File: config.mk
export PLATFORM = sky130hd
export DESIGN_NAME = udp_rx_frame_window
export DESIGN_NICKNAME = d
export VERILOG_FILES = /design/src/rtl/udp_rx_frame_window.sv
export SDC_FILE = /design/constraint.sdc
export NUM_CORES = 1
export LEC_CHECK = 0
export BUFFER_PORTS_ARGS = -buffer_cell sky130_fd_sc_hd__buf_2
export CORE_UTILIZATION = 55
export CTS_CLUSTER_DIAMETER = 120
export DETAILED_ROUTE_END_ITERATION = 8
export PLACE_DENSITY = 0.88
export SLEW_MARGIN = 20
export SYNTH_ARGS = -nofsm -noshare
export SYNTH_HDL_FRONTEND = slang
export SYNTH_SLANG_ARGS = --single-unit
File: constraint.sdc
create_clock -name udp_rx_clk -period 2.48 [get_ports udp_rx_clk]
set_clock_uncertainty 0.1 [all_clocks]
set_input_delay 0.744 -clock udp_rx_clk [delete_from_list [all_inputs] [get_ports udp_rx_clk]]
set_output_delay 0.744 -clock udp_rx_clk [all_outputs]
set_load 0.01 [all_outputs]
File: src/rtl/udp_rx_frame_window.sv
// Frames the UDP RX payload stream into 72-bit {0xAA, 8 payload bytes} words for the display path.
// Optional trailing XOR checksum byte enabled by `define UDP_RX_FRAME_CHECKSUM_EN.
module udp_rx_frame_window #(
   parameter logic [7:0] HEADER         = 8'hAA,
   parameter int         PAYLOAD_BYTES  = 8,
   parameter int         TIMEOUT_CYCLES = 125000
) (
   input  logic        udp_rx_clk,
   input  logic        reset,
   input  logic [7:0]  rx_byte,
   input  logic        rx_byte_valid,
   input  logic        rx_pkt_end,
   output logic        app_rx_data_valid,
   output logic [71:0] app_rx_data_buffer,
   output logic [15:0] frame_ok_cnt,
   output logic [15:0] frame_err_cnt,
   output logic        rx_busy
);

   localparam int             TW       = (TIMEOUT_CYCLES > 1) ? $clog2(TIMEOUT_CYCLES) : 1;
   localparam logic [TW-1:0]  TMO_LAST = TW'((TIMEOUT_CYCLES > 0) ? TIMEOUT_CYCLES - 1 : 0);
   localparam logic [2:0]     LAST_IDX = 3'(PAYLOAD_BYTES - 1);

   typedef enum logic [1:0] {
      ST_HUNT    = 2'd0,
      ST_PAYLOAD = 2'd1
`ifdef UDP_RX_FRAME_CHECKSUM_EN
      ,ST_CHECK  = 2'd2
`endif
   } state_t;

   state_t          state;
   logic [63:0]     pay;
   logic [2:0]      idx;
   logic [TW-1:0]   tmo_cnt;
   logic            tmo_hit;
`ifdef UDP_RX_FRAME_CHECKSUM_EN
   logic [7:0]      csum;
`endif

   function automatic logic [15:0] sat_inc(input logic [15:0] v);
      return (v == 16'hFFFF) ? v : v + 16'd1;
   endfunction

   // A zero timeout parameter removes the idle abort entirely.
   assign tmo_hit = (TIMEOUT_CYCLES != 0) && (tmo_cnt == TMO_LAST);

   always_ff @(posedge udp_rx_clk or negedge reset) begin
      if (!reset) begin
         state              <= ST_HUNT;
         pay                <= '0;
         idx                <= '0;
         tmo_cnt            <= '0;
`ifdef UDP_RX_FRAME_CHECKSUM_EN
         csum               <= '0;
`endif
         app_rx_data_valid  <= 1'b0;
         app_rx_data_buffer <= '0;
         frame_ok_cnt       <= '0;
         frame_err_cnt      <= '0;
         rx_busy            <= 1'b0;
      end else begin
         app_rx_data_valid <= 1'b0;
         unique case (state)
            ST_HUNT: begin
               tmo_cnt <= '0;
               // A header that is also the packet's last byte cannot start a frame.
               if (rx_byte_valid && rx_byte == HEADER && !rx_pkt_end) begin
                  state   <= ST_PAYLOAD;
                  rx_busy <= 1'b1;
                  idx     <= '0;
                  pay     <= '0;
`ifdef UDP_RX_FRAME_CHECKSUM_EN
                  csum    <= '0;
`endif
               end
            end

            ST_PAYLOAD: begin
               if (rx_byte_valid) begin
                  tmo_cnt <= '0;
                  pay     <= {pay[55:0], rx_byte};
                  idx     <= idx + 3'd1;
`ifdef UDP_RX_FRAME_CHECKSUM_EN
                  csum    <= csum ^ rx_byte;
`endif
                  if (idx == LAST_IDX) begin
`ifdef UDP_RX_FRAME_CHECKSUM_EN
                     if (rx_pkt_end) begin
                        state         <= ST_HUNT;
                        rx_busy       <= 1'b0;
                        frame_err_cnt <= sat_inc(frame_err_cnt);
                     end else begin
                        state <= ST_CHECK;
                     end
`else
                     state              <= ST_HUNT;
                     rx_busy            <= 1'b0;
                     app_rx_data_valid  <= 1'b1;
                     app_rx_data_buffer <= {HEADER, pay[55:0], rx_byte};
                     frame_ok_cnt       <= sat_inc(frame_ok_cnt);
`endif
                  end else if (rx_pkt_end) begin
                     state         <= ST_HUNT;
                     rx_busy       <= 1'b0;
                     frame_err_cnt <= sat_inc(frame_err_cnt);
                  end
               end else if (tmo_hit) begin
                  state         <= ST_HUNT;
                  rx_busy       <= 1'b0;
                  frame_err_cnt <= sat_inc(frame_err_cnt);
               end else begin
                  tmo_cnt <= tmo_cnt + TW'(1);
               end
            end

`ifdef UDP_RX_FRAME_CHECKSUM_EN
            ST_CHECK: begin
               if (rx_byte_valid) begin
                  tmo_cnt <= '0;
                  state   <= ST_HUNT;
                  rx_busy <= 1'b0;
                  if (rx_byte == csum) begin
                     app_rx_data_valid  <= 1'b1;
                     app_rx_data_buffer <= {HEADER, pay};
                     frame_ok_cnt       <= sat_inc(frame_ok_cnt);
                  end else begin
                     frame_err_cnt <= sat_inc(frame_err_cnt);
                  end
               end else if (tmo_hit) begin
                  state         <= ST_HUNT;
                  rx_busy       <= 1'b0;
                  frame_err_cnt <= sat_inc(frame_err_cnt);
               end else begin
                  tmo_cnt <= tmo_cnt + TW'(1);
               end
            end
`endif

            default: begin
               state   <= ST_HUNT;
               rx_busy <= 1'b0;
            end
         endcase
      end
   end

endmodule

==> impl_metrics.yaml, run 1 <==
synth:
  synth-xor-area-share: 0.04537
  synthDominantCellAreaShare: 0.5970
  synthesis.area_um2: 7336
  synth_compound_area_frac: 0.02371
  syn_avg_cell_area_um2: 9.515
  synth_cell_types: 49
  netlist_instances: 771
  async_flop_share: 1.000
  synth_ff_type: "dfrtp_1"
  yosysTopAreaCell: "dfrtp_1"
  ys_ff_latch: 175
  synthTopCellsByArea: "dfrtp_1 60%, nand2_1 17%, nand3_1 5.0%, xor2_1 2.7%, xnor2_1 1.8%"
  synth_top_family_by_area: "simple AND/OR/NAND/NOR gates"
  yosysMostFrequentCell: "nand2_1"
  seq_area_frac_synth: 0.5970
  yosys.area_share.simple: 0.2850
  synth_edf_count: 0
  synthAdderAreaFrac: 0.008528
  synth_warnings: 0
  synth_top_cells_by_count: "324 x nand2_1, 175 x dfrtp_1, 74 x nand3_1, 25 x clkbuf_1, 23 x xor2_1"
  synthMuxAreaShare: 0.009210
global_routing:
  first_global_vias: 5545
  grt_max_degree: 68
  gr-total-overflow: 0
  antenna_found_initial: 0
  grt_pass1_wl_um: 27810
  grt_use_total: 0.2547
worst_setup_path:
  path_max_fanout: 7
  crit_path_cell_trace: "ha_1 > nand4_4 > or4_4 > nand4_1 > nor3_1 > xor2_1"
  slowest_delay_ns: 0.58
  cp_top_family: "simple AND/OR/NAND/NOR gates"
  r2r_start: "frame_err_cnt[0]"
  cp-start-kind: "flop"
  rr_worst_depth: 6
  timing.rr.end: "frame_err_cnt[7]"
  worst_ep_required_time_ns: 2.68
  cp_slowest_cell: "or4_4"
  r2r_slack_ns: 0.29
  arrival_ns: 2.39
  worstPathBufferInverterCount: 0
  endpoint_kind: "flop"
  criticalPathCategory: "reg -> reg"
cells_and_area:
  final_cell_area_um2: 8668
  area_growth_pct: 18.16
  drive_gt1_frac: 0.1953
  n_fill_cell: 989
  final_nets: 890
  regArea_um2: 4380
  multi_input_area_um2: 2751
  antenna_cells: 0
detailed_routing:
  vias: 5763
  totalWireLength_um: 16480
  drt-initial-drc-count: 530
  vias_per_cell: 5.447
  drc: 0
  wl_per_cell_um: 15.57
  drt.antenna.violating_nets: 0
  dr.pass1.iters: 5
clock_network:
  cts_resized: 0
  cts_root_buf: "clkbuf_16"
  clk_latency_ns: 0.43
  tritoncts.num_buffers: 17
  cts_tree: "built"
  cts_hold_buf: 0
  htree_levels: 4
  cts_sinks: 175
  cts.clk_slew.worst_paths_ns: 0.06
  cts_buffer_depth: 2
  post_cts_buffers: 0
floorplan:
  die_y_um: 117.5
  die_x_um: 117.5
  ios: 118
  dieArea_um2: 13800
  start_util: 0.5720
  core-area_um2: 12820
  num_rows: 41
run:
  drv_cap: 0
placement:
  place_area_um2: 8083
  numPortBuffers: 113
  gp_congestion: 0.8887
  dp_hpwl_um: 10750
power:
  p_leak_nw: 4.882
  p_total_mw: 5.623
  power_frac_clock: 0.469
  switching_share: 0.2091
  sequentialPowerShare: 0.511
  peakVddDrop_mv: 0.3962
  cell_internal_pwr_mw: 4.448
  p_sw_mw: 1.176
  power_frac_comb: 0.020
  powerDensity_nw_per_um2: 648.7
sta:
  setup_viol: 0
  fin_crit_sh: 0.8827
  slew_violations: 0
  setup_tns_ns: 0
  tightest_slew_ns: 0.7153
  hold_viol_final: 0
  relSlewSlack: 0.5231
  grt_setup_unrepaired: "no"
  finalCriticalPeriod_ns: 2.189
  fmax_ghz: 0.4568
status:
  outcome: "finished, final reports clean"
hold_path:
  hp-class: "in -> async"
-- worst max path at each step --
| stage | startpoint | to | slack, ns | cells after the start |
|---|---|---|---|---|
| global route | frame_err_cnt[0] | frame_err_cnt[7] | 0.16 | 6 |
| finish | frame_err_cnt[0] | frame_err_cnt[7] | 0.29 | 6 |
| floorplan | rx_byte_valid | frame_err_cnt[14] | 0.10 | 6 |
| global placement | rx_byte_valid | pay[45] | 0.24 | 7 |
| CTS | frame_err_cnt[0] | frame_err_cnt[7] | 0.30 | 6 |
| detailed placement | rx_byte_valid | pay[38] | 0.17 | 7 |
-- logic make-up (layout without fill, tap and decap cells) --
family          Yosys count  in the layout
compound gates           23             23
xor+xnor                 38             38
fa+ha+maj                 5              5
buf+inv                  48            160
flops                   175            175
mux                       6              6
other cells               1              4
simple gates            475            475
-- layer usage --
metal	track usage	share of wire	wire [µm]	vias up
li1	-	-	-	2712
met1	0.3332	0.43	7152	2853
met2	0.4168	0.50	8247	169
met3	0.04845	0.044	730	29
met4	0.1098	0.021	347	0
met5	0	0	0	-
-- worst reg2reg max path: cells and delay by family (launching register included) --
kind                       cells  cell delay [ns]
xor gates and xnor gates       1             0.15
adders and majority gates      1             0.26
DFF                            1             0.43
and+or+nand+nor                4             1.11
-- through the flow --
step / hold slack (ns) / utilization / setup slack [ns] / instances
2_1_floorplan: 0.3386 / - / 0.1019 / 774
3_3_place_gp: 0.3524 / 0.6302 / 0.2363 / 1026
3_5_place_dp: 0.3568 / 0.6302 / 0.1733 / 1026
4_1_cts: 0.1678 / 0.6759 / 0.3010 / 1058
5_1_grt: 0.1902 / 0.6759 / 0.1624 / 1058
6_report: 0.1650 / 0.6759 / 0.2908 / 1058
-- sequential cells by signal, indices dropped and copies added, names as in the netlist --
signal              flops
frame_ok_cnt           16
pay                    56
state                   1
app_rx_data_valid       1
frame_err_cnt          16
app_rx_data_buffer     65
tmo_cnt                17
idx                     3
-- layout by cell type (no fill, tap or decap), types with 7 or more instances in the layout --
master / count
nor3_1: 9
nand4_1: 8
nand2_1: 323
clkbuf_16: 17
buf_4: 7
nand3_1: 73
xor2_1: 23
dfrtp_1: 174
a21oi_1: 9
buf_2: 112
xnor2_1: 15
and3_1: 7
nor2_1: 21
-- area by class of cell --
cell class                      count  share of cell area
Inverter                            3            0.001299
Timing Repair Buffer              125             0.08357
Clock inverter                     10             0.01285
Tap cell                          172             0.02483
Sequential cell                   175              0.5053
Clock buffer                       22             0.05471
Multi-Input combinational cell    551              0.3174
-- power groups by stage --
stage	registers, mW	clock network [mW]	logic [mW]
floorplan	2.93	0	0.0267
global placement	2.92	0	0.116
detailed placement	2.92	0	0.118
CTS	2.87	2.67	0.118
global route	2.87	2.81	0.130
finish	2.87	2.64	0.114
Note: power is estimated with default switching activity, not from simulation.
==> run 2: changes to the inputs <==
--- a/config.mk
+++ b/config.mk
@@ -6,10 +6,12 @@
 export NUM_CORES = 1
 export LEC_CHECK = 0
 export BUFFER_PORTS_ARGS = -buffer_cell sky130_fd_sc_hd__buf_2
-export CORE_UTILIZATION = 55
+export CELL_PAD_IN_SITES_DETAIL_PLACEMENT = 1
+export CELL_PAD_IN_SITES_GLOBAL_PLACEMENT = 2
+export CORE_UTILIZATION = 35
 export CTS_CLUSTER_DIAMETER = 120
 export DETAILED_ROUTE_END_ITERATION = 8
-export PLACE_DENSITY = 0.88
+export PLACE_DENSITY = 0.89
 export SLEW_MARGIN = 20
 export SYNTH_ARGS = -nofsm -noshare
 export SYNTH_HDL_FRONTEND = slang
==> run 2 against run 1 <==
Compared with the run above:
- cell area rose by 2.6%
- clock-buffer cell count fell by 5
- core utilization fell by 24 points
- die area rose by 56%
- power rose by 3.9%
- non-clock buffer count rose by 6
- first-iteration DRC count fell by 45%
- critical endpoint is now app_rx_data_buffer[42]
==> impl_metrics.yaml, run 2 (synthesized netlist as in run 1, its figures left out) <==
cells_and_area:
  antenna_cells: 0
  final_common_cell: "nand2_1"
  regArea_um2: 4380
  area_growth_pct: 21.25
  multi_input_area_um2: 2751
  largest_register: "app_rx_data_buffer"
  largestRegisters: "app_rx_data_buffer: 65 flops, pay: 56 flops, tmo_cnt: 17 flops"
  drive_gt1_frac: 0.2029
  n_fill_cell: 2403
  largest_reg_flops: 65
  final_nets: 896
  final_cell_mix: "323 x nand2_1, 174 x dfrtp_1, 112 x buf_2"
  final_core_utilization: 0.4368
hold_path:
  hp-class: "in -> async"
worst_setup_path:
  r2r_slack_ns: 0.30
  path_max_fanout: 40
  startpoint: "idx[0]"
  criticalPathCategory: "reg -> reg"
  arrival_ns: 2.45
  timing.rr.end: "app_rx_data_buffer[42]"
  endpoint_kind: "flop"
  cp-start-kind: "flop"
  r2r_start: "idx[0]"
  rr_worst_depth: 7
  worst_ep_required_time_ns: 2.75
placement:
  numPortBuffers: 113
  dpl_worst_slack_ns: 0.1564
  gp_congestion: 0.7743
  dp_hpwl_um: 12810
clock_network:
  cts_buffer_depth: 2
  cts_resized: 0
  cts.clk_slew.worst_paths_ns: 0.07
  cts_sinks: 175
  htree_levels: 4
  cts_root_buf: "clkbuf_16"
  cts_hold_buf: 0
  post_cts_buffers: 0
  cts_tree: "built"
  clk_latency_ns: 0.43
  tritoncts.num_buffers: 17
floorplan:
  dieArea_um2: 21540
  ios: 118
  die_y_um: 146.8
  num_rows: 52
  start_util: 0.3602
  core-area_um2: 20360
  die_x_um: 146.8
detailed_routing:
  vias: 5591
  drt.antenna.violating_nets: 0
  drc: 0
  wl_per_cell_um: 16.07
  totalWireLength_um: 18670
  vias_per_cell: 4.812
  drt-initial-drc-count: 293
  dr.pass1.iters: 4
sta:
  slew_violations: 0
  fmax_ghz: 0.4582
  setup_viol: 0
  tightest_slew_ns: 0.6387
  fin_ws_ns: 0.2977
  relSlewSlack: 0.5742
  hold_viol_final: 0
  fin_crit_sh: 0.8800
  setup_tns_ns: 0
  grt_setup_unrepaired: "no"
  finalCriticalPeriod_ns: 2.182
power:
  sequentialPowerShare: 0.491
  p_leak_nw: 4.944
  power_frac_clock: 0.487
  power_frac_comb: 0.022
  peakVddDrop_mv: 0.4565
  switching_share: 0.2265
  cell_internal_pwr_mw: 4.517
  p_sw_mw: 1.323
  powerDensity_nw_per_um2: 656.6
global_routing:
  gr-total-overflow: 0
  first_global_vias: 5862
  grt_use_total: 0.1847
  grt_pass1_wl_um: 31490
  antenna_found_initial: 0
  grt_max_degree: 68
status:
  outcome: "finished, final reports clean"
run:
  drv_cap: 0
==> run 2: per-stage QoR <==
stage / cells / hold WS, ns / power, mW / area [µm²]
floorplan: 774 / 0.3386 / 2.952 / 7347
global route: 1162 / 0.1621 / 6.050 / 8895
detailed placement: 1130 / 0.3579 / 3.056 / 8275
CTS: 1162 / 0.1581 / 5.907 / 8895
global placement: 1130 / 0.3547 / 3.054 / 8275
finish: 1162 / 0.1565 / 5.840 / 8895
==> run 2: final cells by class <==
cell class | instances | area share
inverter | 3 | 0.001266
clock inverter | 15 | 0.02180
timing repair buffer | 131 | 0.08932
multi-input combinational | 551 | 0.3093
tap | 270 | 0.03798
clock buffer | 17 | 0.04783
sequential | 175 | 0.4925
==> run 2: how the worst max path moves through the flow <==
stage,slack [ns],end
final,0.30,app_rx_data_buffer[42]
after global routing,0.16,app_rx_data_buffer[42]
after CTS,0.25,app_rx_data_buffer[42]
after detailed placement,0.16,pay[22]
after global placement,0.20,pay[24]
after floorplan,0.10,frame_err_cnt[14]
==> run 2: worst max-delay path, stage by stage, from the launching register on <==
cell and delay, ns:
dfrtp_1 0.39, ha_1 0.20, ha_1 0.23, nand3_2 0.14, buf_4 0.31, buf_4 0.49, nand2_1 0.14, nand2_1 0.09
==> run 2: per-layer routing <==
layer | vias to the layer above | global-route usage | wire length, µm
met5 | - | 0 | 0
met4 | 0 | 0.04583 | 192
met3 | 17 | 0.04006 | 587
met2 | 84 | 0.2998 | 9007
met1 | 2781 | 0.2509 | 8882
li1 | 2709 | - | -
==> run 2: power groups by stage <==
stage               combinational, mW  clock, mW  sequential (mW)
finish                          0.126       2.84             2.87
global route                    0.143       3.04             2.87
CTS                             0.132       2.91             2.87
detailed placement              0.132          0             2.92
global placement                0.130          0             2.92
floorplan                      0.0267          0             2.93
